[config.mk]
export PLATFORM = sky130hd
export DESIGN_NAME = imm_gen_pipe_flat
export DESIGN_NICKNAME = d
export VERILOG_FILES = /design/src/rtl/imm_gen_pipe_if.sv /design/src/rtl/imm_gen_pipe.sv /design/src/flat_wrapper.sv
export SDC_FILE = /design/constraint.sdc
export NUM_CORES = 1
export LEC_CHECK = 0
export ABC_AREA = 1
export ABC_CLOCK_PERIOD_IN_PS = 9800
export CAP_MARGIN = 20
export CORE_ASPECT_RATIO = 0.75
export CORE_MARGIN = 1
export CORE_UTILIZATION = 59
export DETAILED_ROUTE_END_ITERATION = 16
export HOLD_SLACK_MARGIN = 0.03
export PLACE_DENSITY = 0.95
export SYNTH_ARGS = -nofsm -noshare
export SYNTH_HDL_FRONTEND = slang
export SYNTH_SLANG_ARGS = --single-unit
[constraint.sdc]
create_clock -name clk -period 9.8 [get_ports clk]
set_input_delay 1.96 -clock clk [delete_from_list [all_inputs] [get_ports clk]]
set_output_delay 1.96 -clock clk [all_outputs]
set_load 0.03 [all_outputs]
[src/rtl/imm_gen_pipe_if.sv]
// Decode-stage bundle between the fetch queue and the immediate generator:
// instruction/PC request side, decoded-immediate response side, and flush.
interface imm_gen_pipe_if #(
    parameter int WIDTH = 32
);
    logic             flush;
    logic             in_valid;
    logic             in_ready;
    logic [31:0]      in_instr;
    logic [WIDTH-1:0] in_pc;
    logic             out_valid;
    logic             out_ready;
    logic [WIDTH-1:0] out_imm;
    logic [2:0]       out_fmt;
    logic [WIDTH-1:0] out_target;
    logic             out_illegal;

    modport master (
        output flush, in_valid, in_instr, in_pc, out_ready,
        input  in_ready, out_valid, out_imm, out_fmt, out_target, out_illegal
    );

    modport slave (
        input  flush, in_valid, in_instr, in_pc, out_ready,
        output in_ready, out_valid, out_imm, out_fmt, out_target, out_illegal
    );
endinterface

[src/rtl/imm_gen_pipe.sv]
// Pipelined RV32I/RV64I (+Zicsr) immediate generator: combinational decode of the
// incoming instruction, registered into an output stage backed by one skid entry.
module imm_gen_pipe #(
    parameter int WIDTH     = 32,
    parameter int EN_CSR    = 1,
    parameter int EN_TARGET = 1
) (
    input  logic         clk,
    input  logic         rst,
    imm_gen_pipe_if.slave bus
);
    localparam logic [2:0] FMT_NONE = 3'd0;
    localparam logic [2:0] FMT_I    = 3'd1;
    localparam logic [2:0] FMT_S    = 3'd2;
    localparam logic [2:0] FMT_B    = 3'd3;
    localparam logic [2:0] FMT_U    = 3'd4;
    localparam logic [2:0] FMT_J    = 3'd5;
    localparam logic [2:0] FMT_Z    = 3'd6;

    localparam logic [6:0] OP_IMM    = 7'b0010011;
    localparam logic [6:0] OP_LOAD   = 7'b0000011;
    localparam logic [6:0] OP_JALR   = 7'b1100111;
    localparam logic [6:0] OP_IMM32  = 7'b0011011;
    localparam logic [6:0] OP_STORE  = 7'b0100011;
    localparam logic [6:0] OP_BRANCH = 7'b1100011;
    localparam logic [6:0] OP_LUI    = 7'b0110111;
    localparam logic [6:0] OP_AUIPC  = 7'b0010111;
    localparam logic [6:0] OP_JAL    = 7'b1101111;
    localparam logic [6:0] OP_SYSTEM = 7'b1110011;
    localparam logic [6:0] OP_REG    = 7'b0110011;
    localparam logic [6:0] OP_FENCE  = 7'b0001111;
    localparam logic [6:0] OP_REG32  = 7'b0111011;

    localparam bit IS_RV64 = (WIDTH == 64);

    typedef struct packed {
        logic [WIDTH-1:0] imm;
        logic [WIDTH-1:0] target;
        logic [2:0]       fmt;
        logic             illegal;
    } entry_t;

    logic [31:0]      instr;
    logic [6:0]       opcode;
    logic [2:0]       funct3;
    logic [WIDTH-1:0] imm_i;
    logic [WIDTH-1:0] imm_s;
    logic [WIDTH-1:0] imm_b;
    logic [WIDTH-1:0] imm_u;
    logic [WIDTH-1:0] imm_j;
    logic [WIDTH-1:0] imm_z;

    assign instr  = bus.in_instr;
    assign opcode = instr[6:0];
    assign funct3 = instr[14:12];

    // Size casts of signed operands sign-extend, which also covers WIDTH=64 for U.
    assign imm_i = WIDTH'($signed(instr[31:20]));
    assign imm_s = WIDTH'($signed({instr[31:25], instr[11:7]}));
    assign imm_b = WIDTH'($signed({instr[31], instr[7], instr[30:25], instr[11:8], 1'b0}));
    assign imm_u = WIDTH'($signed({instr[31:12], 12'b0}));
    assign imm_j = WIDTH'($signed({instr[31], instr[19:12], instr[20], instr[30:21], 1'b0}));
    assign imm_z = WIDTH'(instr[19:15]);

    logic [WIDTH-1:0] dec_imm;
    logic [2:0]       dec_fmt;
    logic             dec_illegal;
    logic             dec_pcrel;

    always_comb begin
        dec_imm     = '0;
        dec_fmt     = FMT_NONE;
        dec_illegal = 1'b0;
        dec_pcrel   = 1'b0;
        if (instr[1:0] != 2'b11) begin
            dec_illegal = 1'b1;
        end else begin
            case (opcode)
                OP_IMM, OP_LOAD, OP_JALR: begin
                    dec_imm = imm_i;
                    dec_fmt = FMT_I;
                end
                OP_IMM32: begin
                    if (IS_RV64) begin
                        dec_imm = imm_i;
                        dec_fmt = FMT_I;
                    end else begin
                        dec_illegal = 1'b1;
                    end
                end
                OP_STORE: begin
                    dec_imm = imm_s;
                    dec_fmt = FMT_S;
                end
                OP_BRANCH: begin
                    dec_imm   = imm_b;
                    dec_fmt   = FMT_B;
                    dec_pcrel = 1'b1;
                end
                OP_LUI: begin
                    dec_imm = imm_u;
                    dec_fmt = FMT_U;
                end
                OP_AUIPC: begin
                    dec_imm   = imm_u;
                    dec_fmt   = FMT_U;
                    dec_pcrel = 1'b1;
                end
                OP_JAL: begin
                    dec_imm   = imm_j;
                    dec_fmt   = FMT_J;
                    dec_pcrel = 1'b1;
                end
                OP_SYSTEM: begin
                    if (EN_CSR != 0) begin
                        case (funct3)
                            3'b101, 3'b110, 3'b111: begin
                                dec_imm = imm_z;
                                dec_fmt = FMT_Z;
                            end
                            3'b001, 3'b010, 3'b011: begin
                                dec_imm = imm_i;
                                dec_fmt = FMT_I;
                            end
                            3'b100:  dec_illegal = 1'b1;
                            default: dec_fmt = FMT_NONE;
                        endcase
                    end
                end
                OP_REG, OP_FENCE: dec_fmt = FMT_NONE;
                OP_REG32: dec_illegal = !IS_RV64;
                default:  dec_illegal = 1'b1;
            endcase
        end
    end

    logic [WIDTH-1:0] dec_target;

    generate
        if (EN_TARGET != 0) begin : g_target
            assign dec_target = dec_pcrel ? (bus.in_pc + dec_imm) : '0;
        end else begin : g_no_target
            assign dec_target = '0;
        end
    endgenerate

    entry_t new_entry;

    assign new_entry.imm     = dec_imm;
    assign new_entry.target  = dec_target;
    assign new_entry.fmt     = dec_fmt;
    assign new_entry.illegal = dec_illegal;

    entry_t out_entry_reg;
    entry_t skid_entry_reg;
    logic   out_valid_reg;
    logic   skid_valid_reg;
    logic   accept;
    logic   drain;

    // in_ready depends only on skid occupancy, so out_ready never reaches it combinationally.
    assign bus.in_ready = !skid_valid_reg;
    assign accept       = bus.in_valid && !skid_valid_reg;
    assign drain        = out_valid_reg && bus.out_ready;

    always_ff @(posedge clk or posedge rst) begin
        if (rst) begin
            out_valid_reg  <= 1'b0;
            skid_valid_reg <= 1'b0;
            out_entry_reg  <= '0;
            skid_entry_reg <= '0;
        end else if (bus.flush) begin
            out_valid_reg  <= 1'b0;
            skid_valid_reg <= 1'b0;
        end else if (skid_valid_reg) begin
            // A full skid entry blocks input, so only the drain path can move data.
            if (drain) begin
                out_entry_reg  <= skid_entry_reg;
                skid_valid_reg <= 1'b0;
            end
        end else if (accept) begin
            if (!out_valid_reg || drain) begin
                out_entry_reg <= new_entry;
                out_valid_reg <= 1'b1;
            end else begin
                skid_entry_reg <= new_entry;
                skid_valid_reg <= 1'b1;
            end
        end else if (drain) begin
            out_valid_reg <= 1'b0;
        end
    end

    assign bus.out_valid   = out_valid_reg;
    assign bus.out_imm     = out_entry_reg.imm;
    assign bus.out_target  = out_entry_reg.target;
    assign bus.out_fmt     = out_entry_reg.fmt;
    assign bus.out_illegal = out_entry_reg.illegal;

endmodule

[src/flat_wrapper.sv]
// flat-port wrapper written by rule: the top's interface ports become plain ports
module imm_gen_pipe_flat 
#(
    parameter int WIDTH     = 32,
    parameter int EN_CSR    = 1,
    parameter int EN_TARGET = 1
)
  (clk, rst, bus_flush, bus_in_valid, bus_in_instr, bus_in_pc, bus_out_ready, bus_in_ready, bus_out_valid, bus_out_imm, bus_out_fmt, bus_out_target, bus_out_illegal);
  imm_gen_pipe_if #(.WIDTH(WIDTH)) bus_i ();
  input  logic clk;
  input  logic rst;
  input wire logic [$bits(bus_i.flush)-1:0] bus_flush;
  input wire logic [$bits(bus_i.in_valid)-1:0] bus_in_valid;
  input wire logic [$bits(bus_i.in_instr)-1:0] bus_in_instr;
  input wire logic [$bits(bus_i.in_pc)-1:0] bus_in_pc;
  input wire logic [$bits(bus_i.out_ready)-1:0] bus_out_ready;
  output wire logic [$bits(bus_i.in_ready)-1:0] bus_in_ready;
  output wire logic [$bits(bus_i.out_valid)-1:0] bus_out_valid;
  output wire logic [$bits(bus_i.out_imm)-1:0] bus_out_imm;
  output wire logic [$bits(bus_i.out_fmt)-1:0] bus_out_fmt;
  output wire logic [$bits(bus_i.out_target)-1:0] bus_out_target;
  output wire logic [$bits(bus_i.out_illegal)-1:0] bus_out_illegal;
  assign bus_i.flush = bus_flush;
  assign bus_i.in_valid = bus_in_valid;
  assign bus_i.in_instr = bus_in_instr;
  assign bus_i.in_pc = bus_in_pc;
  assign bus_i.out_ready = bus_out_ready;
  assign bus_in_ready = bus_i.in_ready;
  assign bus_out_valid = bus_i.out_valid;
  assign bus_out_imm = bus_i.out_imm;
  assign bus_out_fmt = bus_i.out_fmt;
  assign bus_out_target = bus_i.out_target;
  assign bus_out_illegal = bus_i.out_illegal;
  imm_gen_pipe #(.WIDTH(WIDTH), .EN_CSR(EN_CSR), .EN_TARGET(EN_TARGET)) u_core (.clk(clk), .rst(rst), .bus(bus_i));
endmodule
==> flow_summary.yaml <==
clocking:
  clock_sinks: 138
  cts_setup_buffers: 0
  clkSlewWorstSetupHoldPaths_ns: 0.07
  tritoncts: "done"
  cts-root-buf: "clkbuf_16"
  cts_max_level: 4
  hold_buffers: 0
  cts_buffers: 17
  clock_path_buffers: 2
  cts_resized: 0
  clock_latency_ns: 0.43
floorplanning:
  die_h_um: 107
  dieArea_um2: 15300
  core_area_um2: 14500
  placementRows: 38
  initial_utilization_pct: 60.4
  io_pins: 139
  dieWidth_um: 142
drt:
  wire_per_inst_um: 17.6
  via_count: 8960
  ant_nets: 0
  dr.pass1.iters: 6
  finalWirelength_um: 27600
  drc_errors: 0
  initialDrtViolationCount: 962
  viasPerCell: 5.71
synth:
  synth_most_common_cell: "nand2_1"
  synth_top_area_share_pct: 39.6
  synthArstFlopShare_pct: 100
  synth_cells: 1243
  synth_area_leaders: "dfrtp_1 40%, nand2_1 18%, a21oi_1 6.4%"
  synth.largest_area_cell: "dfrtp_1"
  synth_common_cells: "416 x nand2_1, 138 x dfrtp_1, 111 x a21oi_1"
  syn_avg_cell_area_um2: 7.02
  ys_warn_count: 0
  synth_ff_type: "dfrtp_1"
  synth-seq-cells: 138
  yosysSeqAreaShare_pct: 39.6
  synth_area_um2: 8730
  syn_nets: 1344
  synth-edff-count: 0
  synth_cell_types: 40
layout:
  layout-drive-gt1-share_pct: 7.60
  post-route-util_pct: 74.3
  syn_to_final_growth_pct: 23.1
  fill_cells: 1153
  regArea_um2: 3450
  antennaDiodeCount: 0
  fin_area_um2: 10700
  nNetsFinal: 1457
  multi_input_area_um2: 4580
  instances_no_fill: 1569
  largest_register_ffs: 68
place:
  io_buffer_count: 138
  dpl.cell_count: 1537
  gp_congestion: 0.995
  dp.final_hpwl_um: 20100
  place_area_um2: 10200
  place_ws_ns: 4.22
power:
  power.leakage_nw: 5.58
  power_density_nw_per_um2: 154
  vdd_ir_drop_max_v: 0.000141
  power_mw: 1.66
sta:
  finalHoldViolCount: 0
  fin_crit_sh_pct: 53.1
  relSlewSlack_pct: 42.8
  whs_ns: 0.480
  max_freq_ghz: 0.192
  setup_viol: 0
  rsz0062_at_grt: "false"
  fin_crit_ns: 5.21
  worstMarginPinSlew_ns: 0.858
  worst_clock_skew_ns: 0.00861
  setup_ws_ns: 4.59
  setup_tns_ns: 0
  slew_viol_final: 0
hold_path:
  hold-path-endpoint: "u_core.bus.out_imm[2]"
  min_path_type: "reg2reg"
  min_path_cells: 2
  min_from: "u_core.bus.out_imm[2]"
flow_run:
  maxCapViolations: 0
worst_setup_path:
  rr_endpoint: "u_core.bus.out_imm[22]"
  reg2reg_depth: 12
  path_max_fanout: 10
  arrival_ns: 5.53
  critPathLaunch: "bus_in_instr[2]"
  r2r_setup_slack_ns: 5.67
  start_kind: "input port"
  critPathKind: "in2reg"
  cp_data_required_time_ns: 10.13
  crit_path_end_kind: "register"
  r2r-start: "u_core.skid_valid_reg"
global_route:
  grt_pass1_wl_um: 44100
  gr-total-overflow: 0
  antenna_found_initial: 0
  grt_max_degree: 90
  grt_pass1_vias: 8421
  grt_use_total_pct: 38.0
status:
  status: "complete, no violations"
-- kinds of logic after synthesis --
logic type	Yosys count	share of synthesized area, %
flops	138	39.6
simple gates	650	31.6
fa+ha+maj	32	4.67
compound gates	256	16.2
buf+inv	167	7.92
-- where the power goes --
part           switching [mW]  total [mW]  internal, mW
Clock                   0.292       0.631         0.339
Combinational           0.226       0.366         0.140
Sequential             0.0321       0.660         0.628
Total                   0.550        1.66          1.11
-- placed cells by master (no fill, tap or decap), types with 11 or more instances in the layout --
master and n:
a21oi_1 111, o21ai_1 17, o21ai_0 87, inv_2 11, inv_1 104, dfrtp_1 137, clkdlybuf4s50_1 138, nand3_1 59
nand2_1 416, clkbuf_16 17, ha_1 31, nor2_1 105, nand2_2 13
-- layer usage --
metal	vias to the layer above	wire [µm]	GRT usage (%)
met2	437	12300	58.5
met3	56	2440	8.19
met4	0	763	14.0
li1	4245	-	-
met1	4222	12100	52.8
met5	-	0	0
-- how the worst max path moves through the flow --
stage | end | slack [ns] | depth (start not counted)
floorplan | u_core.bus.out_fmt[0] | 4.14 | 1
global placement | u_core.bus.out_target[24] | 4.21 | 21
detailed placement | u_core.bus.out_target[24] | 4.22 | 21
CTS | u_core.bus.out_target[24] | 4.67 | 21
global route | u_core.skid_entry_reg[27] | 4.25 | 21
finish | u_core.bus.out_target[24] | 4.59 | 21
-- worst max-delay path, stage by stage --
cell	delay, ns
clkdlybuf4s50_1	0.54
inv_2	0.05
nand2_2	0.08
nor2_4	0.05
nand3_1	0.24
nand3_4	0.13
nor2_2	0.12
a21o_1	0.45
o21ai_2	0.18
ha_1	0.42
nand2_1	0.11
inv_1	0.07
nand2_1	0.10
nor3_1	0.28
nand3_1	0.20
nand3_1	0.12
nand2_1	0.05
nand3_1	0.14
nand2_1	0.09
nand2_1	0.09
nand2_1	0.05
-- cell type report --
type	count	share of cell area [%]
Timing Repair Buffer	145	13.4
Tap cell	200	2.33
Inverter	116	4.10
Multi-Input combinational cell	938	42.7
Clock inverter	15	1.40
Clock buffer	17	3.96
Sequential cell	138	32.2
Note: power is estimated with default switching activity, not from simulation.
